## config.mk

```make
export PLATFORM = sky130hd
export DESIGN_NAME = reader_ctrl
export DESIGN_NICKNAME = d
export VERILOG_FILES = /design/src/rtl/reader_pkg.sv /design/src/rtl/reader_shift.sv /design/src/rtl/reader_ctrl.sv
export SDC_FILE = /design/constraint.sdc
export NUM_CORES = 1
export LEC_CHECK = 0
export ABC_AREA = 1
export BUFFER_PORTS_ARGS = -buffer_cell sky130_fd_sc_hd__buf_2
export CORE_ASPECT_RATIO = 0.7
export CORE_MARGIN = 3
export CORE_UTILIZATION = 40
export DETAILED_ROUTE_END_ITERATION = 16
export PLACE_DENSITY = 0.61
export SYNTH_ARGS = -nofsm -noshare
export SYNTH_HDL_FRONTEND = slang
export SYNTH_SLANG_ARGS = --single-unit
```

## constraint.sdc

```tcl
create_clock -name clk -period 2.8 [get_ports clk]
set_input_delay 0.56 -clock clk [delete_from_list [all_inputs] [get_ports clk]]
set_output_delay 0.56 -clock clk [all_outputs]
set_load 0.01 [all_outputs]
```

## src/rtl/reader_pkg.sv

```systemverilog
// reader_pkg: shared definitions for the reader frame controller.
//   state_t       : 2-bit FSM encoding (IDLE, SHIFT, DONE)
//   DEFAULT_WIDTH : default data bits per frame
package reader_pkg;

  typedef enum logic [1:0] {
    ST_IDLE  = 2'd0,
    ST_SHIFT = 2'd1,
    ST_DONE  = 2'd2
  } state_t;

  localparam int DEFAULT_WIDTH = 32;

endpackage

```

## src/rtl/reader_shift.sv

```systemverilog
// reader_shift: serial-in/parallel-out shift chain, MSB first.
// Ports:
//   clk, rst_n : clock, asynchronous active-low reset (clears data)
//   en         : shift si into the LSB this cycle
//   clr        : synchronous clear of the whole chain; has priority over en
//   si         : serial data bit
//   data       : current chain contents
module reader_shift #(
  parameter int WIDTH = 32
) (
  input  logic             clk,
  input  logic             rst_n,
  input  logic             en,
  input  logic             clr,
  input  logic             si,
  output logic [WIDTH-1:0] data
);

  always_ff @(posedge clk or negedge rst_n) begin
    if (!rst_n) begin
      data <= '0;
    end else if (clr) begin
      data <= '0;
    end else if (en) begin
      data <= {data[WIDTH-2:0], si};
    end
  end

endmodule

```

## src/rtl/reader_ctrl.sv

```systemverilog
// reader_ctrl: frame controller for the reader shift chain.
// Counts exactly WIDTH strobed bits per frame, then freezes the word and
// offers it on a valid/ready port.
// Optional build macro READER_CTRL_PARITY_EN: each frame carries one extra
// even-parity bit after the data bits; parity_err reports a mismatch.
// Ports:
//   clk, rst_n  : clock, asynchronous active-low reset
//   start       : begin a frame (accepted in IDLE, or in DONE with dout_ready)
//   abort       : drop the frame in progress (SHIFT only)
//   si/si_valid : serial bit and its strobe, MSB first
//   busy        : FSM is in SHIFT
//   bit_cnt     : bits captured in the current frame (parity bit included)
//   dout        : assembled word
//   dout_valid  : word available, held until dout_ready
//   dout_ready  : consumer accepts the word on dout_valid & dout_ready
//   overrun     : sticky, a bit was strobed outside SHIFT; cleared by start
//   parity_err  : parity result of the last frame (0 without the macro)
// Handshake: a word transfers on any cycle where dout_valid and dout_ready
// are both high; dout_valid never drops without that transfer (or reset),
// and dout does not change while dout_valid is high.
// The internal signal `state` is the FSM state for debug observation.
module reader_ctrl
  import reader_pkg::*;
#(
  parameter int WIDTH = DEFAULT_WIDTH,
  parameter int CNT_W = 6
) (
  input  logic             clk,
  input  logic             rst_n,
  input  logic             start,
  input  logic             abort,
  input  logic             si,
  input  logic             si_valid,
  output logic             busy,
  output logic [CNT_W-1:0] bit_cnt,
  output logic [WIDTH-1:0] dout,
  output logic             dout_valid,
  input  logic             dout_ready,
  output logic             overrun,
  output logic             parity_err
);

`ifdef READER_CTRL_PARITY_EN
  localparam int PARITY_BITS = 1;
`else
  localparam int PARITY_BITS = 0;
`endif
  // With parity, CNT_W must also hold WIDTH+1.
  localparam int FRAME_BITS = WIDTH + PARITY_BITS;

  state_t           state;
  state_t           state_n;
  logic [CNT_W-1:0] bit_cnt_q;
  logic             overrun_q;
  logic             strobe;     // a bit is consumed by the frame this cycle
  logic             last_bit;   // the next consumed bit completes the frame
  logic             shift_en;
  logic             shift_clr;  // a start has been accepted
  logic [WIDTH-1:0] data;

  assign strobe   = (state == ST_SHIFT) && si_valid && !abort;
  assign last_bit = (bit_cnt_q == CNT_W'(FRAME_BITS - 1));

`ifdef READER_CTRL_PARITY_EN
  // The parity bit is counted but never enters the data chain.
  assign shift_en = strobe && (bit_cnt_q < CNT_W'(WIDTH));
`else
  assign shift_en = strobe;
`endif

  always_comb begin
    state_n   = state;
    shift_clr = 1'b0;
    unique case (state)
      ST_IDLE: begin
        if (start) begin
          state_n   = ST_SHIFT;
          shift_clr = 1'b1;
        end
      end
      ST_SHIFT: begin
        // abort wins over a bit strobed in the same cycle; start is ignored
        if (abort) begin
          state_n = ST_IDLE;
        end else if (si_valid && last_bit) begin
          state_n = ST_DONE;
        end
      end
      ST_DONE: begin
        if (dout_ready) begin
          if (start) begin
            state_n   = ST_SHIFT;
            shift_clr = 1'b1;
          end else begin
            state_n = ST_IDLE;
          end
        end
      end
      default: state_n = ST_IDLE;
    endcase
  end

  always_ff @(posedge clk or negedge rst_n) begin
    if (!rst_n) begin
      state     <= ST_IDLE;
      bit_cnt_q <= '0;
      overrun_q <= 1'b0;
    end else begin
      state <= state_n;
      if (shift_clr) begin
        bit_cnt_q <= '0;
      end else if (strobe) begin
        bit_cnt_q <= bit_cnt_q + CNT_W'(1);
      end
      if (shift_clr) begin
        overrun_q <= 1'b0;
      end else if (si_valid && (state != ST_SHIFT)) begin
        overrun_q <= 1'b1;
      end
    end
  end

`ifdef READER_CTRL_PARITY_EN
  logic parity_q;
  always_ff @(posedge clk or negedge rst_n) begin
    if (!rst_n) begin
      parity_q <= 1'b0;
    end else if (shift_clr) begin
      parity_q <= 1'b0;
    end else if (strobe && last_bit) begin
      parity_q <= ^data ^ si;
    end
  end
  assign parity_err = parity_q;
`else
  assign parity_err = 1'b0;
`endif

  reader_shift #(
    .WIDTH (WIDTH)
  ) u_shift (
    .clk   (clk),
    .rst_n (rst_n),
    .en    (shift_en),
    .clr   (shift_clr),
    .si    (si),
    .data  (data)
  );

  assign busy       = (state == ST_SHIFT);
  assign dout_valid = (state == ST_DONE);
  assign bit_cnt    = bit_cnt_q;
  assign dout       = data;
  assign overrun    = overrun_q;

endmodule

```

# Yosys cells after proc, flatten, opt, wreduce, memory -nomap -nowiden
# Index checks and enable logic that the tools add are counted.
[totals]
register_bits = 41
inputBits = 7
out_inout_bits = 42
wordCells = 36
[op_classes]
n_addsub = 1
eq_ne = 7
mux = 15
reduce_logical = 9
[ops]
columns = ["op", "count"]
rows = [
  ["2-to-1 mux 32 bit", 2],
  ["2-to-1 mux 6 bit", 2],
  ["2-to-1 mux 2 bit", 4],
  ["adder 6 x 1 -> 6 bit, second input constant", 1],
  ["equality test 6 x 5 -> 1 bit, second input constant", 1],
  ["case mux 2 bit (3 select lines)", 1],
  ["2-to-1 mux 1 bit", 5],
  ["logical AND 1 bit", 4],
  ["!= test 2 x 1 -> 1 bit, second input constant", 2],
  ["nonzero test 2 bit", 2],
  ["!= test 3 x 2 -> 1 bit, second input constant", 1],
  ["AND reduction 3 bit", 1],
  ["equality test 2 x 1 -> 1 bit, second input constant", 1],
  ["equality test 2 bit, second input constant", 1],
  ["logical NOT 2 bit", 1],
  ["!= test 2 bit, second input constant", 1],
  ["case mux 1 bit (2 select lines)", 1],
  ["logical NOT 1 bit", 1],
]

# Longest topological paths before layout
# Gate-level depths: netlist of the first run.
[logic_depth]
ltp_word = 5
mapped_depth = 8
mapped_depth_nobuf = 7

# Cells and area by module
# Synthesis of the first run repeated with hierarchy kept, for this count alone.
[unflattened]
cells_unflattened = 211
area_unflattened_um2 = 1856.8
[by_module_without_submodules]
columns = ["module", "n_inst", "cells_each", "area_each_um2", "seq_area_each_um2"]
rows = [
  ["reader_shift", 1, 140, 1285.0, 800.8],
  ["reader_ctrl", 1, 71, 571.8, 225.2],
]

# Worst setup path after synthesis of the first run
# OpenSTA, ideal clock, no wires.
[synth_path]
kind = "input to register"
startpoint = "input si_valid"
endpoint = "register u_shift.data[10]"
setup_time_ns = 0.066
t_arrival_ns = 1.249
required_time_ns = 2.734
setup_slack_ns = 1.485
stages = 6
path_buffers = 2
cell_sequence = "inv_1 -> nor3_4 -> buf_6 -> buf_6 -> nand3_1 -> nand2_1"
[synth_between]
elab_chain_cells = 3
[synth_rtl]
columns = ["element", "line", "rtl"]
rows = [
  ["start: declaration", "reader_ctrl.sv:33", "input logic si_valid,"],
  ["logical AND 1 bit (2 in series)", "reader_ctrl.sv:61", "assign strobe = (state == ST_SHIFT) && si_valid && !abort;"],
  ["nonzero test 2 bit (no source line)", "-", ""],
  ["end signal: assignment", "reader_shift.sv:25", "data <= {data[WIDTH-2:0], si};"],
  ["end: declaration", "reader_shift.sv:16", "output logic [WIDTH-1:0] data"],
]
# Every way passes these cells.
# A chain may end at the register's enable or synchronous reset.

# Worst setup path after layout of the first run
[layout_path]
startpoint = "register state[1]"
endpoint = "output busy"
[layout_between]
elab_chain_cells = 1
[layout_rtl]
columns = ["element", "line", "rtl"]
rows = [
  ["start: declaration", "reader_ctrl.sv:51", "state_t state;"],
  ["start signal: assignment", "reader_ctrl.sv:109", "state <= state_n;"],
  ["equality test 2 x 1 -> 1 bit", "reader_ctrl.sv:150", "assign busy = (state == ST_SHIFT);"],
  ["end: declaration", "reader_ctrl.sv:34", "output logic busy,"],
]
# Every way passes these cells.

==> results of run 1 <==
==> synth_stat cells (2+ instances only) <==
| cell | number | area [um^2] |
|---|---|---|
| o21ai_0 | 8 | 40.0 |
| nand2_1 | 80 | 300 |
| nand4_1 | 5 | 31.3 |
| buf_2 | 5 | 25.0 |
| buf_4 | 2 | 15.0 |
| nor2_1 | 4 | 15.0 |
| nand3_1 | 36 | 180 |
| buf_6 | 3 | 33.8 |
| inv_1 | 12 | 45.0 |
| clkbuf_1 | 2 | 7.51 |
| inv_2 | 2 | 7.51 |
| dfrtp_1 | 41 | 1030 |
==> state kept, by name, summed over array words and instances, names as in the netlist <==
name	flops
state	2
overrun	1
bit_cnt	6
u_shift.data	32
==> report_power, final <==
part           leakage [nW]  switching [mW]  total [mW]  internal, mW
Sequential            0.567          0.0422       0.670         0.628
Clock                0.0585           0.201       0.492         0.291
Combinational         0.675           0.217       0.297        0.0797
Total                  1.30           0.460        1.46         0.998
==> critical path, stage by stage (launching register included) <==
cell and delay, ns:
dfrtp_1 0.40, inv_2 0.06, nand2_2 0.06, inv_1 0.07, buf_2 0.12
==> path summary, 6_finish.rpt <==
kind                       depth (start not counted)         endpoint            start  slack (ns)
setup / recovery                                   4             busy         state[1]        1.23
hold / removal                                     1  u_shift.data[9]            rst_n        0.39
setup reg to reg                                   7       bit_cnt[3]         state[1]        1.28
hold reg to reg                                    2  u_shift.data[2]  u_shift.data[2]        0.49
max in group asynchronous                          1  u_shift.data[2]            rst_n        1.86
min in group clk                                   2  u_shift.data[2]  u_shift.data[2]        0.49
==> layout make-up <==
type / instances / share of cell area [%]
clock buffer: 7 / 4.02
clock inverter: 1 / 1.40
inverter: 14 / 2.45
multi-input combinational: 141 / 29.7
sequential: 41 / 47.8
tap: 52 / 3.03
timing repair buffer: 49 / 11.6
==> cells by family after synthesis <==
family	share of synthesized area, %
adders and majority gates	0.694
other	0.208
and+or+nand+nor	32.0
buffers and inverters	7.70
DFF	56.9
AOI/OAI and AO/OA	2.50
==> stage by stage <==
| stage | std cells | instance area [um^2] | util, % | setup slack [ns] | hold slack [ns] |
|---|---|---|---|---|---|
| finish | 305 | 2150 | 52.2 | 1.23 | 0.386 |
| global route | 305 | 2150 | 52.2 | 1.12 | 0.443 |
| CTS | 305 | 2150 | 52.2 | 1.22 | 0.426 |
| detailed placement | 297 | 2030 | 49.4 | 0.985 | 0.481 |
| global placement | 297 | 2030 | 49.4 | 1.05 | 0.488 |
| floorplan | 209 | 1800 | - | 1.49 | 0.264 |
==> layer usage <==
metal  routed length, um  vias to the layer above
met2                1520                       41
met4                  34                        0
met3                 251                        4
met1                2090                      679
li1                    -                      747
met5                   0                        -
==> metrics.md, run 1 <==
| Metric | Value |
|---|---|
| Run status | complete, no violations |
| Synthesized area | between 1500 and 2000 um^2 |
| Setup Buffers After CTS | 0 |
| Diode count | 0 |
| DR pass1 iterations | 4 |
| Vias per inst | 4.82 |
| Final setup fails | 0 |
| GPL Wtd Cong | approximately 0.76 |
| CP Launch Type | register |
| Antenna violations before repair | 0 |
| WS Path Type | reg -> out |
| Seq cells post-synth | between 40 and 50 |
| Number of enable flip-flop cells after synthesis | 0 |
| Clock latency on the worst-skew pair | about 0.29 ns |
| Drt drc | 0 |
| Met3 usage | about 5% |
| Area occupied by multi-input gates | ~640 um^2 |
| Slew margin rel. | about two fifths |
| Clock transition at path regs | around 0.080 ns |
| Power per Cell Area | slightly below 700 nW/um^2 |
| F_max | 636 MHz |
| Area Overhead vs Synth | 19.2% |
| Post-synth cell types | 21 |
| Port Buffers | 47 |
| Gr usage total | 15.7% |
| Tcrit/Tclk final | 56.2% |
| Total routed wirelength | between 3 and 4 mm |
| Mapped Cells | 209 |
| Boundary Pins | a little under 50 |
| First-pass GRT wire length | about 6.6 mm |
| Final setup TNS | 0 ns |
| Worst Tran Pin Value | about 0.89 ns |
| Max-cap viol count | 0 |
| Number of hold-repair buffers added at the cts stage | 0 |
| CTS tree | built |
| Async set or reset register ratio after synthesis | 100% |
| Met1 Use GR | 24.7% |
| Final Max Tran Viols | 0 |
| Storage cell area | a little over 1000 um^2 |
| Overflow after GRT | 0 |
| Final hold vios | 0 |
| VDD IR max | between 0.0003 and 0.0004 V |
| Total Nets Final | 260 |
| Total number of vias | 1,471 |
| Placed wire-length estimate | 2.50 mm |
| Most frequent cells in the layout | 80 x nand2_1, 47 x buf_2, 41 x dfrtp_1, 36 x nand3_1, 12 x inv_1 |
| Most common cell after layout, fill and taps aside | nand2_1 |
| Total clock buffers created by CTS | 5 |
| Drt wl/cell | roughly 13 um |
| Clock buffer depth | 2 |
| Count of clock tree sinks | roughly 40 |
| Max FO, Critical Path | 3 |
| Initial Util | a little over two fifths |
| Mapped Nets | around 220 |
| Pwr Total | about 1.5 mW |
| Site Rows | 19 |
| Seq/Total Area, Yosys | a little under three fifths |
| Most Used Layer, Global Route | met1 |
| Worst Skew | slightly above 0.009 ns |
| Worst Hold Class | in -> async |
| H-tree depth | 2 |
| Arrival time of the worst setup path | approximately 1.0 ns |
| DRT iter0 DRCs | between 70 and 80 |
| Synth Warn # | 0 |
| Met2 usage | approximately a fifth |
| Total die area | between 5000 and 6000 um^2 |
| Root Buffer | clkbuf_8 |
| Die Ht | slightly above 60 um |
| CP Capture Type | output pin |
| Core ar. | a little over 4000 um^2 |
| Die width | approximately 86 um |
| Ys flop type | dfrtp_1 |
| PostCTS Resize Cnt | 0 |
| RSZ-0062 raised after global routing | no |
| Tmin final | roughly 1.6 ns |
| Layout cell share with drive strength beyond 1 | 24.9% |
| Antenna viol nets, final | 0 |
| Syn Area/Cell | around 8.6 um^2 |
| Fillers | approximately 380 |
| Largest net degree at the start of global routing | 42 |
| Vias in the first global route | 1,362 |
| Static Leak | approximately 1.3 nW |
| CP required | roughly 2.2 ns |
No activity file was read; power rests on OpenSTA's default activity.
==> run 2: changes to the inputs <==
==> constraint.sdc (replaced) <==
create_clock -name clk -period 1.6 [get_ports clk]
set_input_delay 0.32 -clock clk [delete_from_list [all_inputs] [get_ports clk]]
set_output_delay 0.32 -clock clk [all_outputs]
set_load 0.01 [all_outputs]
==> run 2 against run 1 <==
Die area is the same. Design area grew 1.7%. Wire length grew 5.4%. Cell count grew 2.3%. Global-route usage grew 0.40 points. Non-clock buffer count grew 6. First-iteration DRC count grew 36%. Worst hold slack lost 0.12 ns. Critical path depth grew 1. Sequential share of layout area shrank 0.82 points.
==> metrics.md, run 2 (synthesis results as in run 1) <==
| Metric | Value |
|---|---|
| VDD IR max | 0.000634 V |
| Initial Util | a little over two fifths |
| Core ar. | around 4100 um^2 |
| First-pass GRT wire length | around 6.9 mm |
| Total Nets Final | 267 |
| Switching pwr | 0.829 mW |
| Pwr Total | about 2.4 mW |
| Max-cap viol count | 0 |
| Count of clock tree sinks | 41 |
| Largest net degree at the start of global routing | 41 |
| CP required | 1.83 ns |
| Worst Setup SP | bit_cnt[0] |
| Clock transition at path regs | 0.08 ns |
| Max FFs per register | 32 |
| Die Ht | ~62 um |
| Clock latency on the worst-skew pair | approximately 0.29 ns |
| CP Capture Type | register |
| Final Max Tran Viols | 0 |
| Final setup fails | 0 |
| Power per Cell Area | between 1000 and 1500 nW/um^2 |
| Placed wire-length estimate | roughly 2.6 mm |
| Tcrit/Tclk final | around 87% |
| Finished Core Util | 53.1% |
| Boundary Pins | 49 |
| Static Leak | roughly 1.3 nW |
| Total routed wirelength | 4.11 mm |
| Drt drc | 0 |
| F_max | slightly above 700 MHz |
| Final setup TNS | 0 ns |
| Worst Hold Class | in -> reg |
| Combinational share of power | 24.0% |
| RSZ-0062 raised after global routing | no |
| Sw Share | around 35% |
| Most flops, register | u_shift.data |
| Die width | roughly 86 um |
| Total clock buffers created by CTS | 5 |
| Drt wl/cell | 13.2 um |
| CTS tree | built |
| GPL Wtd Cong | 0.790 |
| WHS | 0.265 ns |
| Diode count | 0 |
| H-tree depth | 2 |
| Vias in the first global route | 1,369 |
| Run status | complete, no violations |
| Root Buffer | clkbuf_8 |
| Antenna violations before repair | 0 |
| R2r endpoint | state[1] |
| Final hold vios | 0 |
| Area Overhead vs Synth | 21.2% |
| Tmin final | 1.39 ns |
| Total die area | ~5400 um^2 |
| Reg2Reg Depth | 5 |
| Most common cell after layout, fill and taps aside | nand2_1 |
| Overflow after GRT | 0 |
| FF-to-FF setup slack | around 0.21 ns |
| CP Launch Type | register |
| Worst Skew | about 0.0052 ns |
| Most frequent cells in the layout | 80 x nand2_1, 47 x buf_2, 41 x dfrtp_1, 36 x nand3_1, 12 x inv_1 |
| Gr usage total | ~16% |
| Port Buffers | between 40 and 50 |
| Reg2Reg Launch Point | bit_cnt[0] |
| Antenna viol nets, final | 0 |
| Int Power | 1.57 mW |
| Vias per inst | around 4.8 |
| Arrival time of the worst setup path | approximately 1.6 ns |
| Site Rows | 19 |
| Clock buffer depth | 2 |
| DRT iter0 DRCs | 98 |
| DR pass1 iterations | 4 |
| WS Path Type | reg -> reg |
| Total number of vias | about 1,500 |
| Layout cell share with drive strength beyond 1 | 26.5% |
| Clock Power Share | 27.2% |
| Worst setup path end | state[1] |
| Sequential share of power | 48.8% |
| Max FO, Critical Path | 7 |
| Hold path depth | 3 |
[run 2: power groups by stage]
stage | combinational, mW | sequential [mW] | clock [mW]
final | 0.576 | 1.17 | 0.653
after global routing | 0.652 | 1.18 | 0.732
after CTS | 0.540 | 1.17 | 0.675
after detailed placement | 0.536 | 1.19 | 0
after global placement | 0.536 | 1.19 | 0
after floorplan | 0.387 | 1.19 | 0
[run 2: metal layers]
metal	GRT usage [%]	wire length [um]	share of wire, %
met1	25.8	2080	51
met2	20.1	1680	41
met3	4.89	301	7.3
met4	5.06	46	1.1
met5	0	0	0
[run 2: worst min-delay path by stage]
stage	from	to
finish	si	u_shift.data[0]
global placement	rst_n	bit_cnt[3]
floorplan	rst_n	bit_cnt[0]
CTS	si	u_shift.data[0]
detailed placement	rst_n	bit_cnt[3]
global route	si	u_shift.data[0]
[run 2: layout make-up]
class	instances	area (um^2)
repair buffers	55	310
well taps	52	65.1
clock buffers	6	72.6
flip-flops and latches	41	1030
fillers	394	1930
clock inverters	2	10.0
inverters	14	52.6
multi-input cells	142	649
[run 2: timing repair]
item	4_1_cts	5_1_grt
hold endpoints to repair	19	0
hold buffers	1	0
gates resized for setup	0	1
buffers inserted	0	3
endpoints found under the setup margin	0	15
[run 2: stage by stage]
step                      area [um^2]  std cells  setup slack, ns
after floorplan                  1800        209            0.368
after CTS                        2150        308            0.113
after global placement           2060        299           0.0617
after global routing             2190        312           0.0168
after detailed placement         2060        299           0.0511
final                            2190        312            0.206
[run 2: worst max-delay path: stages (launching register included)]
cell,delay [ns]
dfrtp_1,0.47
ha_1,0.24
nand4_1,0.19
o21ai_0,0.25
o21ai_0,0.12
inv_1,0.06
==> run 3: changes to the inputs <==
--- a/config.mk
+++ b/config.mk
@@ -6,10 +6,11 @@
 export NUM_CORES = 1
 export LEC_CHECK = 0
 export ABC_AREA = 1
-export BUFFER_PORTS_ARGS = -buffer_cell sky130_fd_sc_hd__buf_2
+export BUFFER_PORTS_ARGS = -buffer_cell sky130_fd_sc_hd__clkbuf_2
 export CORE_ASPECT_RATIO = 0.7
 export CORE_MARGIN = 3
 export CORE_UTILIZATION = 40
+export CTS_BUF_LIST = sky130_fd_sc_hd__clkbuf_4 sky130_fd_sc_hd__clkbuf_8
 export DETAILED_ROUTE_END_ITERATION = 16
 export PLACE_DENSITY = 0.61
 export SYNTH_ARGS = -nofsm -noshare
==> run 3 against run 2 <==
Cell count is 0.96% lower. Combinational power hardly changed. Critical path depth is 2 higher. First-iteration DRC count is 27% higher. Worst setup slack worse by 0.059 ns. Maximum frequency is 4.1% lower. Highest routed layer unchanged.
==> metrics.md, run 3 (synthesis results as in run 1) <==
| Metric | Value |
|---|---|
| Run status | complete, no violations |
| Overflow after GRT | 0 |
| Layout cell share with drive strength beyond 1 | around a quarter |
| Die Ht | 62.2 um |
| Most flops, register | u_shift.data |
| PostCTS Resize Cnt | 0 |
| Clock transition at path regs | ~0.080 ns |
| WS Path Type | reg -> reg |
| Int Power | between 1.5 and 2 mW |
| CP Launch Type | register |
| Max FFs per register | 32 |
| Max-cap viol count | 0 |
| Die width | 86.2 um |
| Final setup fails | 0 |
| R2r endpoint | bit_cnt[4] |
| Antenna viol nets, final | 0 |
| DRT iter0 DRCs | 124 |
| Reg2Reg Launch Point | state[1] |
| Sw Share | between 30% and 40% |
| Slew margin rel. | 52.9% |
| Total clock buffers created by CTS | 5 |
| Total die area | between 5000 and 6000 um^2 |
| Root Buffer | clkbuf_8 |
| Reg2Reg Depth | 7 |
| Vias per inst | just under 5 |
| Most frequent cells in the layout | 80 x nand2_1, 47 x clkbuf_2, 41 x dfrtp_1, 36 x nand3_1, 12 x inv_1 |
| Static Leak | 1.28 nW |
| Vias in the first global route | approximately 1,300 |
| Cells after DPL | 300 |
| Core ar. | about 4100 um^2 |
| Max FO, Critical Path | 15 |
| Boundary Pins | 49 |
| Area Overhead vs Synth | 19.9% |
| Port Buffers | 47 |
| CTS tree | built |
| FF-to-FF setup slack | 0.15 ns |
| Site Rows | 19 |
| Sequential share of power | a little under half |
| WHS | approximately 0.077 ns |
| Total number of vias | 1,525 |
| Largest net degree at the start of global routing | 42 |
| Worst Skew | ~0.0085 ns |
| Post-place setup slack | roughly 0.055 ns |
| Drt wl/cell | between 10 and 15 um |
| First-pass GRT wire length | 6.64 mm |
| Placed wire-length estimate | approximately 2.5 mm |
| Worst Tran Pin Value | 0.706 ns |
| Clock latency on the worst-skew pair | between 0.2 and 0.3 ns |
| VDD IR max | 0.000854 V |
| Drt drc | 0 |
| CP required | about 1.8 ns |
| Worst Setup Slack, final | ~0.15 ns |
| F_max | ~700 MHz |
| GPL Wtd Cong | 0.785 |
| Clock buffer depth | 2 |
| Switching pwr | roughly 0.83 mW |
| Total routed wirelength | slightly below 4 mm |
| Arrival time of the worst setup path | 1.62 ns |
| Combinational share of power | 23.3% |
| Final hold vios | 0 |
| RSZ-0062 raised after global routing | no |
| Setup Buffers After CTS | 0 |
| Total Nets Final | approximately 260 |
| Initial Util | between 40% and 50% |
| CP Capture Type | register |
| Non-Filler Instances | approximately 300 |
| Diode count | 0 |
| Most common cell after layout, fill and taps aside | nand2_1 |
| Tmin final | roughly 1.5 ns |
| Final Max Tran Viols | 0 |
| Power per Cell Area | 1150 nW/um^2 |
| Count of clock tree sinks | about 40 |
| DR pass1 iterations | 4 |
| Clock Power Share | 29.9% |
| Gr usage total | between 15 and 20% |
| Number of hold-repair buffers added at the cts stage | 0 |
| Final setup TNS | 0 ns |
| H-tree depth | 2 |
| Tcrit/Tclk final | approximately nine tenths |
| Antenna violations before repair | 0 |
| Pwr Total | around 2.5 mW |
| Worst Hold Class | in -> async |
## run 3: cell types whose count changed in the layout (fill, tap and decap cells not counted), sizes merged
cell / before / now
buf: 54 / 5
clkbuf: 6 / 54
dlygate4sd3: 1 / 0
clkinv: 2 / 1
## run 3: critical path, stage by stage, from the launching register on
cell     delay [ns]
dfrtp_1        0.41
inv_2          0.06
nand2_2        0.07
nor3_4         0.25
buf_4          0.27
inv_1          0.08
nand2_1        0.10
o21ai_0        0.09
## run 3: area by class of cell
type                    count  area, um^2
clock buffers               7        96.3
clock inverters             1        5.00
fillers                   406        1950
inverters                  14        52.6
multi-input cells         142         644
flip-flops and latches     41        1030
well taps                  52        65.1
repair buffers             52         273
## run 3: layer usage
metal | GRT usage [%] | part of all wire (%)
met3 | 4.36 | 7.9
met2 | 20.3 | 41
met1 | 24.3 | 51
met4 | 4.09 | 0.94
met5 | 0 | 0
## run 3: through the flow
stage                     utilization [%]  area (um^2)
after floorplan                         -         1800
after detailed placement             50.0         2050
final                                52.6         2160
after global routing                 52.6         2160
after global placement               50.0         2050
after CTS                            52.4         2160
## run 3: worst max-delay path by stage
stage,from,to,slack (ns),cells past startpoint
2_1_floorplan,bit_cnt[0],bit_cnt[2],0.37,4
3_3_place_gp,dout_ready,bit_cnt[2],0.09,7
3_5_place_dp,dout_ready,bit_cnt[2],0.05,7
4_1_cts,state[0],bit_cnt[2],0.09,5
5_1_grt,state[1],bit_cnt[4],0.0009,7
6_report,state[1],bit_cnt[4],0.15,7
## run 3: power groups by stage
| stage | Sequential [mW] | Combinational [mW] | Clock [mW] |
|---|---|---|---|
| 2_1_floorplan | 1.19 | 0.387 | 0 |
| 3_3_place_gp | 1.18 | 0.568 | 0 |
| 3_5_place_dp | 1.18 | 0.574 | 0 |
| 4_1_cts | 1.16 | 0.575 | 0.755 |
| 5_1_grt | 1.17 | 0.661 | 0.802 |
| 6_report | 1.16 | 0.578 | 0.742 |
